### src/rtl/xvc_packet_fifo.sv
// xvc_packet_fifo
// Packet buffer between the XVC command parser (writer) and the JTAG shift engine (reader).
// Holds up to SLOTS packets of up to MAX_LEN words each. Both sides address words inside
// a packet at random; the packet length travels with the data.
//
// Ports:
//   i_clk, i_rst                 clock, asynchronous active-high reset
//   i_wr_en/i_wr_addr/i_wr_data  random-access write into the open slot
//   i_wr_commit                  close the open packet and queue it for the reader
//   i_wr_clear                   discard the open packet, clear overrun flag
//   o_wr_ready                   an open slot exists
//   o_wr_len                     length of the open packet
//   o_wr_overrun                 sticky: write/commit attempted while not ready
//   i_rd_next                    release the held packet and claim the next queued one
//   i_rd_addr/o_rd_data          random-access read of the held packet (1-cycle latency)
//   o_rd_valid, o_rd_len         reader holds a packet / its length
//   o_pkt_pending                committed packets not yet claimed
module xvc_packet_fifo #(
    parameter int unsigned DATA_W  = 8,
    parameter int unsigned SLOTS   = 4,
    parameter int unsigned MAX_LEN = 64,
    localparam int unsigned AW = $clog2(MAX_LEN),
    localparam int unsigned LW = $clog2(MAX_LEN + 1),
    localparam int unsigned CW = $clog2(SLOTS + 1)
) (
    input  logic              i_clk,
    input  logic              i_rst,
    input  logic              i_wr_en,
    input  logic [AW-1:0]     i_wr_addr,
    input  logic [DATA_W-1:0] i_wr_data,
    input  logic              i_wr_commit,
    input  logic              i_wr_clear,
    output logic              o_wr_ready,
    output logic [LW-1:0]     o_wr_len,
    output logic              o_wr_overrun,
    input  logic              i_rd_next,
    input  logic [AW-1:0]     i_rd_addr,
    output logic [DATA_W-1:0] o_rd_data,
    output logic              o_rd_valid,
    output logic [LW-1:0]     o_rd_len,
    output logic [CW-1:0]     o_pkt_pending
);

    localparam int unsigned PW = $clog2(SLOTS);

    typedef enum logic [0:0] {StIdle, StHold} rd_state_e;

    logic [DATA_W-1:0] r_mem [SLOTS*MAX_LEN];
    logic [LW-1:0]     r_slot_len [SLOTS];

    logic [PW-1:0]     r_wr_ptr;
    logic [PW-1:0]     r_rd_ptr;
    logic [LW-1:0]     r_wr_len;
    logic              r_overrun;
    logic [CW-1:0]     r_pending;
    rd_state_e         r_rd_state;
    logic [LW-1:0]     r_rd_len;
    logic [DATA_W-1:0] r_rd_data;

    logic              w_rd_valid;
    logic [CW-1:0]     w_used;
    logic              w_wr_ready;
    logic              w_wr_fire;
    logic [LW-1:0]     w_addr_len;
    logic [LW-1:0]     w_eff_len;
    logic              w_commit;
    logic              w_claim;
    logic              w_release;
    logic [PW-1:0]     w_rd_ptr_nxt;

    assign w_rd_valid = (r_rd_state == StHold);
    assign w_used     = r_pending + CW'(w_rd_valid);
    assign w_wr_ready = (w_used < CW'(SLOTS));

    // Clear wins over a same-cycle write or commit.
    assign w_wr_fire  = i_wr_en & w_wr_ready & ~i_wr_clear;
    assign w_addr_len = LW'(i_wr_addr) + LW'(1);
    // Effective length folds in a same-cycle write so write+commit closes the full packet.
    assign w_eff_len  = (w_wr_fire && (w_addr_len > r_wr_len)) ? w_addr_len : r_wr_len;
    assign w_commit   = i_wr_commit & w_wr_ready & ~i_wr_clear & (w_eff_len != '0);

    // Claim only counts packets committed before this edge, so there is no bypass.
    assign w_claim      = i_rd_next & (r_pending != '0);
    assign w_release    = i_rd_next & w_rd_valid;
    assign w_rd_ptr_nxt = w_release ? (r_rd_ptr + PW'(1)) : r_rd_ptr;

    // Packet storage is not reset; contents are only visible after commit and claim.
    always_ff @(posedge i_clk) begin
        if (w_wr_fire) begin
            r_mem[{r_wr_ptr, i_wr_addr}] <= i_wr_data;
        end
    end

    always_ff @(posedge i_clk or posedge i_rst) begin
        if (i_rst) begin
            r_wr_ptr   <= '0;
            r_rd_ptr   <= '0;
            r_wr_len   <= '0;
            r_overrun  <= 1'b0;
            r_pending  <= '0;
            r_rd_state <= StIdle;
            r_rd_len   <= '0;
            r_rd_data  <= '0;
            for (int i = 0; i < int'(SLOTS); i++) begin
                r_slot_len[i] <= '0;
            end
        end else begin
            // Write side
            if (i_wr_clear) begin
                r_wr_len  <= '0;
                r_overrun <= 1'b0;
            end else begin
                if ((i_wr_en | i_wr_commit) & ~w_wr_ready) begin
                    r_overrun <= 1'b1;
                end
                if (w_commit) begin
                    r_slot_len[r_wr_ptr] <= w_eff_len;
                    r_wr_ptr             <= r_wr_ptr + PW'(1);
                    r_wr_len             <= '0;
                end else begin
                    r_wr_len <= w_eff_len;
                end
            end

            r_pending <= r_pending + CW'(w_commit) - CW'(w_claim);

            // Read FSM; a release+claim moves straight to the next slot.
            unique case (r_rd_state)
                StIdle: begin
                    if (w_claim) begin
                        r_rd_state <= StHold;
                        r_rd_len   <= r_slot_len[r_rd_ptr];
                    end
                end
                StHold: begin
                    if (i_rd_next) begin
                        r_rd_ptr <= w_rd_ptr_nxt;
                        if (w_claim) begin
                            r_rd_len <= r_slot_len[w_rd_ptr_nxt];
                        end else begin
                            r_rd_state <= StIdle;
                            r_rd_len   <= '0;
                        end
                    end
                end
            endcase

            // Reading through the next pointer makes the word after a switch come from
            // the newly claimed slot.
            r_rd_data <= r_mem[{w_rd_ptr_nxt, i_rd_addr}];
        end
    end

    assign o_wr_ready    = w_wr_ready;
    assign o_wr_len      = r_wr_len;
    assign o_wr_overrun  = r_overrun;
    assign o_rd_data     = r_rd_data;
    assign o_rd_valid    = w_rd_valid;
    assign o_rd_len      = r_rd_len;
    assign o_pkt_pending = r_pending;

endmodule

### config.mk
export PLATFORM = sky130hd
export DESIGN_NAME = xvc_packet_fifo
export DESIGN_NICKNAME = d
export VERILOG_FILES = /design/src/rtl/xvc_packet_fifo.sv
export SDC_FILE = /design/constraint.sdc
export NUM_CORES = 2
export LEC_CHECK = 0
export BUFFER_PORTS_ARGS = -buffer_cell sky130_fd_sc_hd__buf_4
export CAP_MARGIN = 20
export CORE_ASPECT_RATIO = 0.6
export CORE_MARGIN = 2
export CORE_UTILIZATION = 63
export DETAILED_ROUTE_END_ITERATION = 6
export PLACE_DENSITY = 0.79
export REMOVE_ABC_BUFFERS = 1
export SLEW_MARGIN = 20
export SYNTH_ARGS = -nofsm -noshare
export SYNTH_HDL_FRONTEND = slang
export SYNTH_SLANG_ARGS = --single-unit
export TNS_END_PERCENT = 50
### constraint.sdc
create_clock -name i_clk -period 8.6 [get_ports i_clk]
set_clock_uncertainty 0.2 [all_clocks]
set_input_delay 1.72 -clock i_clk [delete_from_list [all_inputs] [get_ports i_clk]]
set_output_delay 1.72 -clock i_clk [all_outputs]
set_load 0.02 [all_outputs]
==> run metrics <==
# Post-CTS Setup Buffers 0; power density cells 238 nW/um2; Least-Margin Pin Slew 1.23 ns; RR Endpoint r_mem[27][2]; FF/Latch Area 63000 um2; Static Leak 27.9 nW; vias in the first global route 40.3k; mux cell area share after synthesis 0.159; total gr overflow 0; initial antenna violation count 15; first drt pass iteration count 6; WP data required 9.09 ns; Hold WC Path Type flip-flop to flip-flop; clock-pin slew on the worst setup and hold paths 0.06 ns; final instance area 89900 um2; top fanout value on the critical path 13; RSZ-0062 raised after global routing no; crit path max-delay cell type o311ai_4; Worst Path Buf+Inv 3; largest net degree at the start of global routing 205; Crit path max-delay family adder cells; WP data arrival 5.89 ns; max_slew headroom 0.178; Vias per Instance 7.25; fmax 185 MHz; Synth area leader edfxtp_1; Ys Warns 0; CTS Hold Bufs 0; largest family of logic cells by synthesized area multiplexers; setup TNS 0 ns; Num CTS Buffers 174; R2R cell count 6; # rows 102; most frequent cells in the layout 2048 x edfxtp_1, 525 x mux4_2, 303 x nor2_1, 177 x clkbuf_16, 132 x a22oi_1; DRC 0; share of the synthesized area in the top cell type 0.749; Worst path most repeated cell ha_1; hold depth 2; Worst Min Path Start o_wr_overrun; Seq/Total Area, Yosys 0.767; CP Cell Sequence buf_4 -> ha_1 -> and3_1 -> xor2_1 -> ha_1 -> nand2_1 -> nor2_1 -> o21a_1 -> o311ai_4 -> mux2i_4 -> and3_1 -> inv_1 -> ha_1 -> inv_1 -> ha_1 -> fa_1 -> xnor2_1; gpl congestion 0.880; GRT Total Usage 0.312; Slew Viols, Final 0; area of the multi-input gates 18000 um2; Post-Syn Area 82100 um2; placed cell area 84100 um2; outcome complete, no violations; Area contributors post-synth edfxtp_1 75%, mux4_2 14%, dfrtp_1 1.8%; DR vias 42.0k; final period utilization 0.628; Die Y 284 um; asr flop ratio synth 0.0280; first-pass GRT wire length 295 mm; Starting DRT DRC Count 8042; Yosys reg bits 2107; final setup fails 0; Reg-to-Reg Start o_pkt_pending[1]; NumNets Final 3975; die area 133000 um2; Initial Util 0.635; CTS max path bufs 3; Root Driver clkbuf_16; Area Overhead vs Synth 9.57%; slowest cell delay on critical path 0.60 ns; critical path class primary input to flip-flop; EDFF count, synth 2048; mean area per synthesized cell 21.3 um2; peak supply drop 0.231 mV; Post-DP HPWL 123 mm; WL final 207 mm; Sink Count 2107; max-cap viol count 0; H-tree levels 4; Filler cells 7518; Cells after Synth 3857; top_reg_cell synth edfxtp_1; R2R Setup Slk 4.22 ns; io pins 54; CTS tree built; Compound-Gate Fraction of Synth Area 0.0283; simple-gate share of the synthesized area 0.0275; Post-CTS Resized 0; post-DR wirelength/cell 35.6 um; worst-skew pair later-pin latency 0.82 ns; commonest non-fill, non-tap cell in the layout edfxtp_1; worst hold margin 0.320 ns; post-synthesis adder-cell area fraction 0.00284; Hold Vio Cnt, Final 0; final worst path period need 5.40 ns; XOR/XNOR share of the synthesized area 0.00107; core area 129000 um2; DRT antenna net count 0; nature of the critical path startpoint primary input; PortBufs 53; share of layout cells above drive strength 1 0.239; Power, Total 21.4 mW; Yosys cell types 52; Die Wd 470 um; Crit. End Element flip-flop; Hold Path Sink o_wr_overrun
[through the flow]
| stage | util | std cells | worst slack (ns) |
|---|---|---|---|
| 3_5_place_dp | 0.652 | 5466 | 2.46 |
| 5_1_grt | 0.696 | 5797 | 3.00 |
| 3_3_place_gp | 0.651 | 5465 | 2.49 |
| 4_1_cts | 0.695 | 5792 | 3.31 |
| 2_1_floorplan | - | 3642 | 3.01 |
| 6_report | 0.696 | 5800 | 3.20 |
[synth_stat cells, types with 3 or more instances]
library cell     n
a211oi_1        23
xnor2_1          6
a32oi_1          3
clkbuf_1        92
mux2i_1         49
buf_1           19
or4_1            7
nor4_1          14
inv_1           21
o22ai_1         19
o21ai_0         24
nand3_1         35
o221ai_1         8
or2_2            6
buf_6            5
buf_2           49
xor2_1           4
buf_4           50
nand2b_1        10
ha_1            17
mux4_2         525
mux2_2          58
a21oi_1         93
mux2_1           3
and3_1           3
nor2b_1         25
a221oi_1        11
edfxtp_1      2048
a22o_1           6
nor2_1         305
o22a_1           7
nand2_1         62
nor3_1          24
o21a_1           3
nand4_4          4
dfrtp_1         59
a22oi_1        132
and2_1           5
a31oi_1          5
[logic make-up (layout without fill, tap and decap cells)]
kind of cell             count (synthesis)  count (layout)
XOR/XNOR                                10              10
buffers and inverters                  237             461
AO/OA/AOI/OAI                          343             343
adder cells (fa/ha/maj)                 18              18
other                                    0               3
flip-flops                            2107            2107
multiplexers                           636             636
AND/OR/NAND/NOR                        506             506
[layer usage]
layer	up-vias	routed length (um)	global-route usage
met5	-	79	0
met4	14	4950	0.0801
met3	370	34900	0.129
met2	3577	87900	0.417
met1	21834	78800	0.483
li1	16243	-	-
[sequential cells by signal, summed over array words and instances (netlist names), named ones only]
| register | flops |
|---|---|
| o_pkt_pending | 3 |
| o_rd_data | 8 |
| o_rd_len | 7 |
| o_wr_len | 7 |
| o_wr_overrun | 1 |
| r_mem | 2048 |
| r_rd_ptr | 2 |
| r_slot_len | 28 |
| r_wr_ptr | 2 |
[how the worst max path moves through the flow]
| stage | cells after the start | from | slack [ns] | end |
|---|---|---|---|---|
| floorplan | 16 | i_wr_addr[0] | 3.01 | o_pkt_pending[2] |
| global placement | 17 | i_wr_addr[0] | 2.49 | o_pkt_pending[2] |
| detailed placement | 17 | i_wr_addr[0] | 2.46 | o_pkt_pending[2] |
| CTS | 17 | i_wr_addr[0] | 3.31 | o_pkt_pending[2] |
| global route | 17 | i_wr_addr[0] | 3.00 | o_pkt_pending[2] |
| finish | 17 | i_wr_addr[0] | 3.20 | o_pkt_pending[2] |
[area by class of cell]
class	instances	share of cell area
repair buffers	113	0.0123
well taps	1716	0.0239
clock buffers	228	0.0519
clock inverters	98	0.0105
diodes	3	0.0000835
multi-input cells	1513	0.200
inverters	22	0.000918
flip-flops and latches	2107	0.700
[worst reg2reg max path: stages, from the launching register on]
cell	delay, ns
dfrtp_1	0.46
nand3_1	0.13
xnor2_1	0.30
nor3b_4	0.72
buf_8	0.28
nand3_1	0.78
nor2_1	1.15
[where the power goes]
| part | internal, mW | switching, mW |
|---|---|---|
| logic | 0.630 | 1.26 |
| clock network | 4.31 | 3.66 |
| registers | 11.4 | 0.153 |
| total | 16.3 | 5.07 |
Note: power is estimated with default switching activity, not from simulation.
